$ cat config.mk
export PLATFORM = sky130hd
export DESIGN_NAME = lu_sweep_driver
export DESIGN_NICKNAME = d
export VERILOG_FILES = /design/src/rtl/lu_pkg.sv /design/src/rtl/lu_ref_model.sv /design/src/rtl/lu_sweep_driver.sv
export SDC_FILE = /design/constraint.sdc
export NUM_CORES = 1
export LEC_CHECK = 0
export CAP_MARGIN = 10
export CORE_ASPECT_RATIO = 0.8
export CORE_MARGIN = 10
export CORE_UTILIZATION = 56
export DETAILED_ROUTE_END_ITERATION = 6
export GPL_TIMING_DRIVEN = 1
export MAX_ROUTING_LAYER = met4
export PLACE_DENSITY = 0.85
export SYNTH_ARGS = -nofsm -noshare
export SYNTH_HDL_FRONTEND = slang
export SYNTH_SLANG_ARGS = --single-unit
$ cat constraint.sdc
create_clock -name clk -period 3.2 [get_ports clk]
set_input_delay 0.64 -clock clk [delete_from_list [all_inputs] [get_ports clk]]
set_output_delay 0.64 -clock clk [all_outputs]
set_load 0.005 [all_outputs]
$ cat src/rtl/lu_pkg.sv
// Shared definitions for the 2-level logic unit and its sweep driver.
//   - LU_OP_* : operation codes carried on {s2, s1}
//   - lu_state_t : sweep driver FSM state encoding
//   - LU_GOLDEN : expected results word for a fully correct unit, bit i = vector i
//   - lu_apply_op() : golden function of one operation on (x, y)
package lu_pkg;

  localparam logic [1:0] LU_OP_NAND = 2'b00;
  localparam logic [1:0] LU_OP_AND  = 2'b01;
  localparam logic [1:0] LU_OP_NOR  = 2'b10;
  localparam logic [1:0] LU_OP_OR   = 2'b11;

  localparam int unsigned LU_NUM_VECTORS = 16;
  localparam logic [15:0] LU_GOLDEN      = 16'hE187;

  typedef enum logic [1:0] {
    ST_IDLE   = 2'd0,
    ST_WAIT   = 2'd1,
    ST_SAMPLE = 2'd2,
    ST_DONE   = 2'd3
  } lu_state_t;

  // Result of the selected operation on (x, y). op = {s2, s1}.
  function automatic logic lu_apply_op(input logic [1:0] op, input logic x, input logic y);
    logic r;
    case (op)
      LU_OP_NAND: r = ~(x & y);
      LU_OP_AND:  r = x & y;
      LU_OP_NOR:  r = ~(x | y);
      default:    r = x | y;  // LU_OP_OR
    endcase
    return r;
  endfunction

endpackage

$ cat src/rtl/lu_ref_model.sv
// Combinational golden model of the logic unit.
// Ports:
//   s2, s1 : operation select ({s2,s1}: 00 NAND, 01 AND, 10 NOR, 11 OR)
//   x, y   : operands
//   exp_z  : expected result bit
module lu_ref_model (
  input  logic s2,
  input  logic s1,
  input  logic x,
  input  logic y,
  output logic exp_z
);
  import lu_pkg::*;

  always_comb begin
    exp_z = lu_apply_op({s2, s1}, x, y);
  end

endmodule

$ cat src/rtl/lu_sweep_driver.sv
// Initiator/checker for the 2-level logic unit. On start it walks all 16
// {s2,s1,x,y} vectors, holds each for SETTLE_CYCLES wait cycles plus one
// sample cycle, captures lu_z on the edge ending the sample cycle and
// compares it against the golden function.
// Ports:
//   clk, reset          : rising-edge clock, asynchronous active-high reset
//   start               : sweep request, honoured only in IDLE or DONE
//   lu_x/lu_y/lu_s1/lu_s2 : vector driven to the unit, = idx register
//   lu_z                : result bit returned by the unit
//   busy                : sweep in progress (WAIT or SAMPLE)
//   done                : sweep complete, held until next start or reset
//   results             : captured lu_z, bit i = vector i
//   err_mask            : per-vector mismatch flags
//   err                 : sticky OR of mismatches seen in the current sweep
module lu_sweep_driver #(
  parameter int unsigned SETTLE_CYCLES = 1
) (
  input  logic        clk,
  input  logic        reset,
  input  logic        start,
  output logic        lu_x,
  output logic        lu_y,
  output logic        lu_s1,
  output logic        lu_s2,
  input  logic        lu_z,
  output logic        busy,
  output logic        done,
  output logic [15:0] results,
  output logic [15:0] err_mask,
  output logic        err
);
  import lu_pkg::*;

  // With no settle interval the FSM bypasses WAIT and samples every cycle.
  localparam bit          NO_SETTLE       = (SETTLE_CYCLES == 0);
  localparam int unsigned SETTLE_LAST_INT = NO_SETTLE ? 0 : SETTLE_CYCLES - 1;
  localparam logic [3:0]  SETTLE_LAST     = SETTLE_LAST_INT[3:0];

  lu_state_t  state_reg, state_next;
  logic [3:0] idx_reg;
  logic [3:0] cnt_reg;
  logic       err_reg;

  logic sweep_start;  // start accepted: clear captured data, rewind idx/cnt
  logic cnt_inc;
  logic cnt_clear;
  logic capture;      // this cycle's edge captures lu_z for idx_reg
  logic idx_inc;

  logic exp_z;
  logic mismatch;

  // The vector is the index register itself, so the unit sees it with no lag.
  assign {lu_s2, lu_s1, lu_x, lu_y} = idx_reg;

  lu_ref_model u_ref (
    .s2    (idx_reg[3]),
    .s1    (idx_reg[2]),
    .x     (idx_reg[1]),
    .y     (idx_reg[0]),
    .exp_z (exp_z)
  );

  // X on lu_z propagates into the captured data unchanged.
  assign mismatch = (lu_z != exp_z);

  // State register
  always_ff @(posedge clk or posedge reset) begin
    if (reset) begin
      state_reg <= ST_IDLE;
    end else begin
      state_reg <= state_next;
    end
  end

  // Next-state and control decode
  always_comb begin
    state_next  = state_reg;
    sweep_start = 1'b0;
    cnt_inc     = 1'b0;
    cnt_clear   = 1'b0;
    capture     = 1'b0;
    idx_inc     = 1'b0;
    case (state_reg)
      ST_IDLE, ST_DONE: begin
        if (start) begin
          sweep_start = 1'b1;
          state_next  = NO_SETTLE ? ST_SAMPLE : ST_WAIT;
        end
      end
      ST_WAIT: begin
        if (cnt_reg == SETTLE_LAST) begin
          cnt_clear  = 1'b1;
          state_next = ST_SAMPLE;
        end else begin
          cnt_inc = 1'b1;
        end
      end
      ST_SAMPLE: begin
        capture = 1'b1;
        if (idx_reg == 4'd15) begin
          state_next = ST_DONE;
        end else begin
          idx_inc    = 1'b1;
          state_next = NO_SETTLE ? ST_SAMPLE : ST_WAIT;
        end
      end
      default: begin
        state_next = ST_IDLE;
      end
    endcase
  end

  // Vector index and settle counter
  always_ff @(posedge clk or posedge reset) begin
    if (reset) begin
      idx_reg <= 4'd0;
      cnt_reg <= 4'd0;
    end else begin
      if (sweep_start) begin
        idx_reg <= 4'd0;
      end else if (idx_inc) begin
        idx_reg <= idx_reg + 4'd1;
      end

      if (sweep_start || cnt_clear) begin
        cnt_reg <= 4'd0;
      end else if (cnt_inc) begin
        cnt_reg <= cnt_reg + 4'd1;
      end
    end
  end

  // Sticky error: updated on every capture so it rises mid-sweep.
  always_ff @(posedge clk or posedge reset) begin
    if (reset) begin
      err_reg <= 1'b0;
    end else if (sweep_start) begin
      err_reg <= 1'b0;
    end else if (capture) begin
      err_reg <= err_reg | mismatch;
    end
  end

  // One capture cell per vector; only the cell addressed by idx_reg loads.
  generate
    for (genvar gi = 0; gi < LU_NUM_VECTORS; gi++) begin : g_cap
      logic res_bit_reg;
      logic err_bit_reg;

      always_ff @(posedge clk or posedge reset) begin
        if (reset) begin
          res_bit_reg <= 1'b0;
          err_bit_reg <= 1'b0;
        end else if (sweep_start) begin
          res_bit_reg <= 1'b0;
          err_bit_reg <= 1'b0;
        end else if (capture && (idx_reg == 4'(gi))) begin
          res_bit_reg <= lu_z;
          err_bit_reg <= mismatch;
        end
      end

      assign results[gi]  = res_bit_reg;
      assign err_mask[gi] = err_bit_reg;
    end
  endgenerate

  assign err  = err_reg;
  assign busy = (state_reg == ST_WAIT) || (state_reg == ST_SAMPLE);
  assign done = (state_reg == ST_DONE);

endmodule

==> metrics <==
Setup Fix Bufs, Post-CTS 0; slowest cell on the critical path clkdlybuf4s50_1; cell mode on critical path inv_1; PnR worst setup slack 898 ps; WP buf/inv 3; Power Total 1490 uW; Synth async-reset ratio 100%; cell count after synthesis 243; WL/cell 14.8 um; Worst-path clk slew around 80 ps; drt first pass iters 4; global-route wire length before repair 7910 um; CP top delay family buffers and inverters; met3 routed WL 327 um; Yosys warnings 0; Nets 267; RePlAce Congestion 0.803; number of synthesized flops with an enable pin 0; Unique masters post-synth 31; met2 WL post-DR between 1500 and 2000 um; Syn Nets about 260; Initial Util 59.2%; area occupied by multi-input gates 872 um^2; clock buffer depth 2; DR top layer met4; clock sink count 43; setup TNS 0 ps; PortBufs 42; WP data required 2560 ps; storage element area 1080 um^2; CP Depth 4; DP HPWL 3330 um; f_max 0.434 GHz; die height 77.3 um; Syn Std Cell Area approximately 2300 um^2; H-tree depth 2; initial antenna violation count 0; Syn Area/Cell 9.45 um^2; Yosys reg bits 43; DR DRC count 0; worst r2r path cells 6; Row Count 20; CTS tree yes; worst setup path class reg2out; RSZ-0062 raised after global routing false; Worst path max stage delay 500 ps; Slew headroom 64.8%; vias 1605; endpoints failing hold 0; CP startpoint kind flip-flop; Final ANT Viol Nets 0; Num CTS Buffers 5; largest net degree at the start of global routing 44; crit end category output port; clk root buf clkbuf_8; pins over their slew limit 0; WL final 4600 um; final setup violation count 0; worst slew pin tran 528 ps; CP arrival 1660 ps; Antenna Cells 0; met1 wire length 2210 um; Final Cycle Share 71.9%; post-synthesis sequential area ratio 46.9%; CORE AREA about 3900 um^2; Clock Latency Late Sink 290 ps; Hold Crit Class reg2reg; hold path depth 2; ys flop type dfrtp_1; hold-fix buffers at CTS 0; Pwr Density 570 nW/um^2; starting DRC count in detailed routing 61; die extent in x 91.6 um; share of cells above drive strength 1 7.06%; number of fill cells 333; dpl ws 965 ps; LEAKAGE 0.00116 uW; grt ovf 0; VDD IR max 0.000387 V; Vias/cell 5.18; CP cell instances inv_1 -> ha_1 -> inv_1 -> clkdlybuf4s50_1; number of global-route vias before repair roughly 1600; CP max FO 4; I/O Pins 43; total global routing track utilization 14.0%; status complete, no violations; post-layout minimum cycle time 2300 ps; maxcap violations 0; Total Die Area between 7000 and 8000 um^2; Syn-to-layout area delta 13.6%; Resized Gates After CTS 0; Clock Skews 2.91 ps
metal layers:
layer  global-route usage, %  vias to the layer above
met2                    18.4                       42
met3                    5.74                        7
met1                    18.3                      762
met5                       -                        -
li1                        -                      794
met4                    5.78                        0
cell families after synthesis:
family,count (synthesis),share of synthesized area (%)
simple gates,70,14.4
buf+inv,53,15.1
compound gates,51,11.4
flops,43,46.9
mux,12,5.29
fa+ha+maj,9,4.90
xor+xnor,5,1.91
tightest hold or removal path, cell delays in order, from the launching register on:
cell,delay (ps)
dfrtp_1,370
nand2_1,50
o21ai_0,60
power by group:
| group | total, uW | switching [uW] | internal, uW |
|---|---|---|---|
| Clock | 370 | 173 | 197 |
| Combinational | 472 | 270 | 202 |
| Sequential | 646 | 49.0 | 597 |
| Total | 1490 | 492 | 995 |
final cells by class:
type | count | area share (%)
clock buffer | 8 | 3.84
inverter | 11 | 1.58
multi-input combinational | 147 | 33.4
sequential | 43 | 41.2
tap | 55 | 2.64
timing repair buffer | 46 | 17.3
cells in the mapped netlist, drive strengths merged, types with 5 or more instances:
library cell / instances / area (um^2)
dfrtp: 43 / 1080
nand2: 21 / 83.8
nand2b: 5 / 38.8
mux2i: 11 / 110
o21ai: 24 / 120
ha: 9 / 113
inv: 11 / 41.3
nor2: 30 / 113
a21oi: 24 / 120
buf: 39 / 295
cells in the final DEF (no fill, tap or decap):
master / Yosys / final
a21oi_1: 24 / 24
a22oi_1: 1 / 1
and2_1: 2 / 2
and3_1: 1 / 1
buf_4: 35 / 4
clkbuf_1: 3 / 1
clkbuf_8: 0 / 7
clkdlybuf4s50_1: 0 / 42
dfrtp_1: 43 / 43
ha_1: 9 / 9
inv_1: 11 / 11
mux2_2: 1 / 1
mux2i_1: 11 / 11
nand2_1: 19 / 19
nand2_2: 2 / 2
nand2b_1: 4 / 4
nand2b_4: 1 / 1
nand3_1: 3 / 3
nand4_1: 1 / 1
nand4b_1: 1 / 1
nor2_1: 30 / 30
nor3_1: 2 / 2
nor3_2: 1 / 1
nor3b_2: 1 / 1
o21a_1: 1 / 1
o21ai_0: 24 / 24
o31ai_1: 1 / 1
or3_1: 1 / 1
or3b_2: 1 / 1
xnor2_1: 2 / 2
xor2_1: 3 / 3
path summary, 6_finish.rpt:
path                                               start                                 to  slack [ps]
worst max-delay path            state_reg[0]$_DFFE_PP0P_                               busy         900
worst min-delay path                     err$_DFFE_PP0P_                    err$_DFFE_PP0P_         510
worst max register to register  state_reg[0]$_DFFE_PP0P_   g_cap[0].res_bit_reg$_DFFE_PP0P_        1260
worst min register to register           err$_DFFE_PP0P_                    err$_DFFE_PP0P_         510
max in group asynchronous                          reset  g_cap[12].res_bit_reg$_DFFE_PP0P_        2060
min in group asynchronous                          reset           state_reg[0]$_DFFE_PP0P_         770
per-stage QoR:
stage	utilization, %	hold WS [ps]	area, um^2	std cells
after floorplan	-	473	2300	243
after global placement	64.7	487	2510	302
after detailed placement	64.7	493	2510	302
after CTS	67.3	511	2610	310
after global routing	67.3	552	2610	310
final	67.3	514	2610	310
Power figures use the tool's default switching activity.
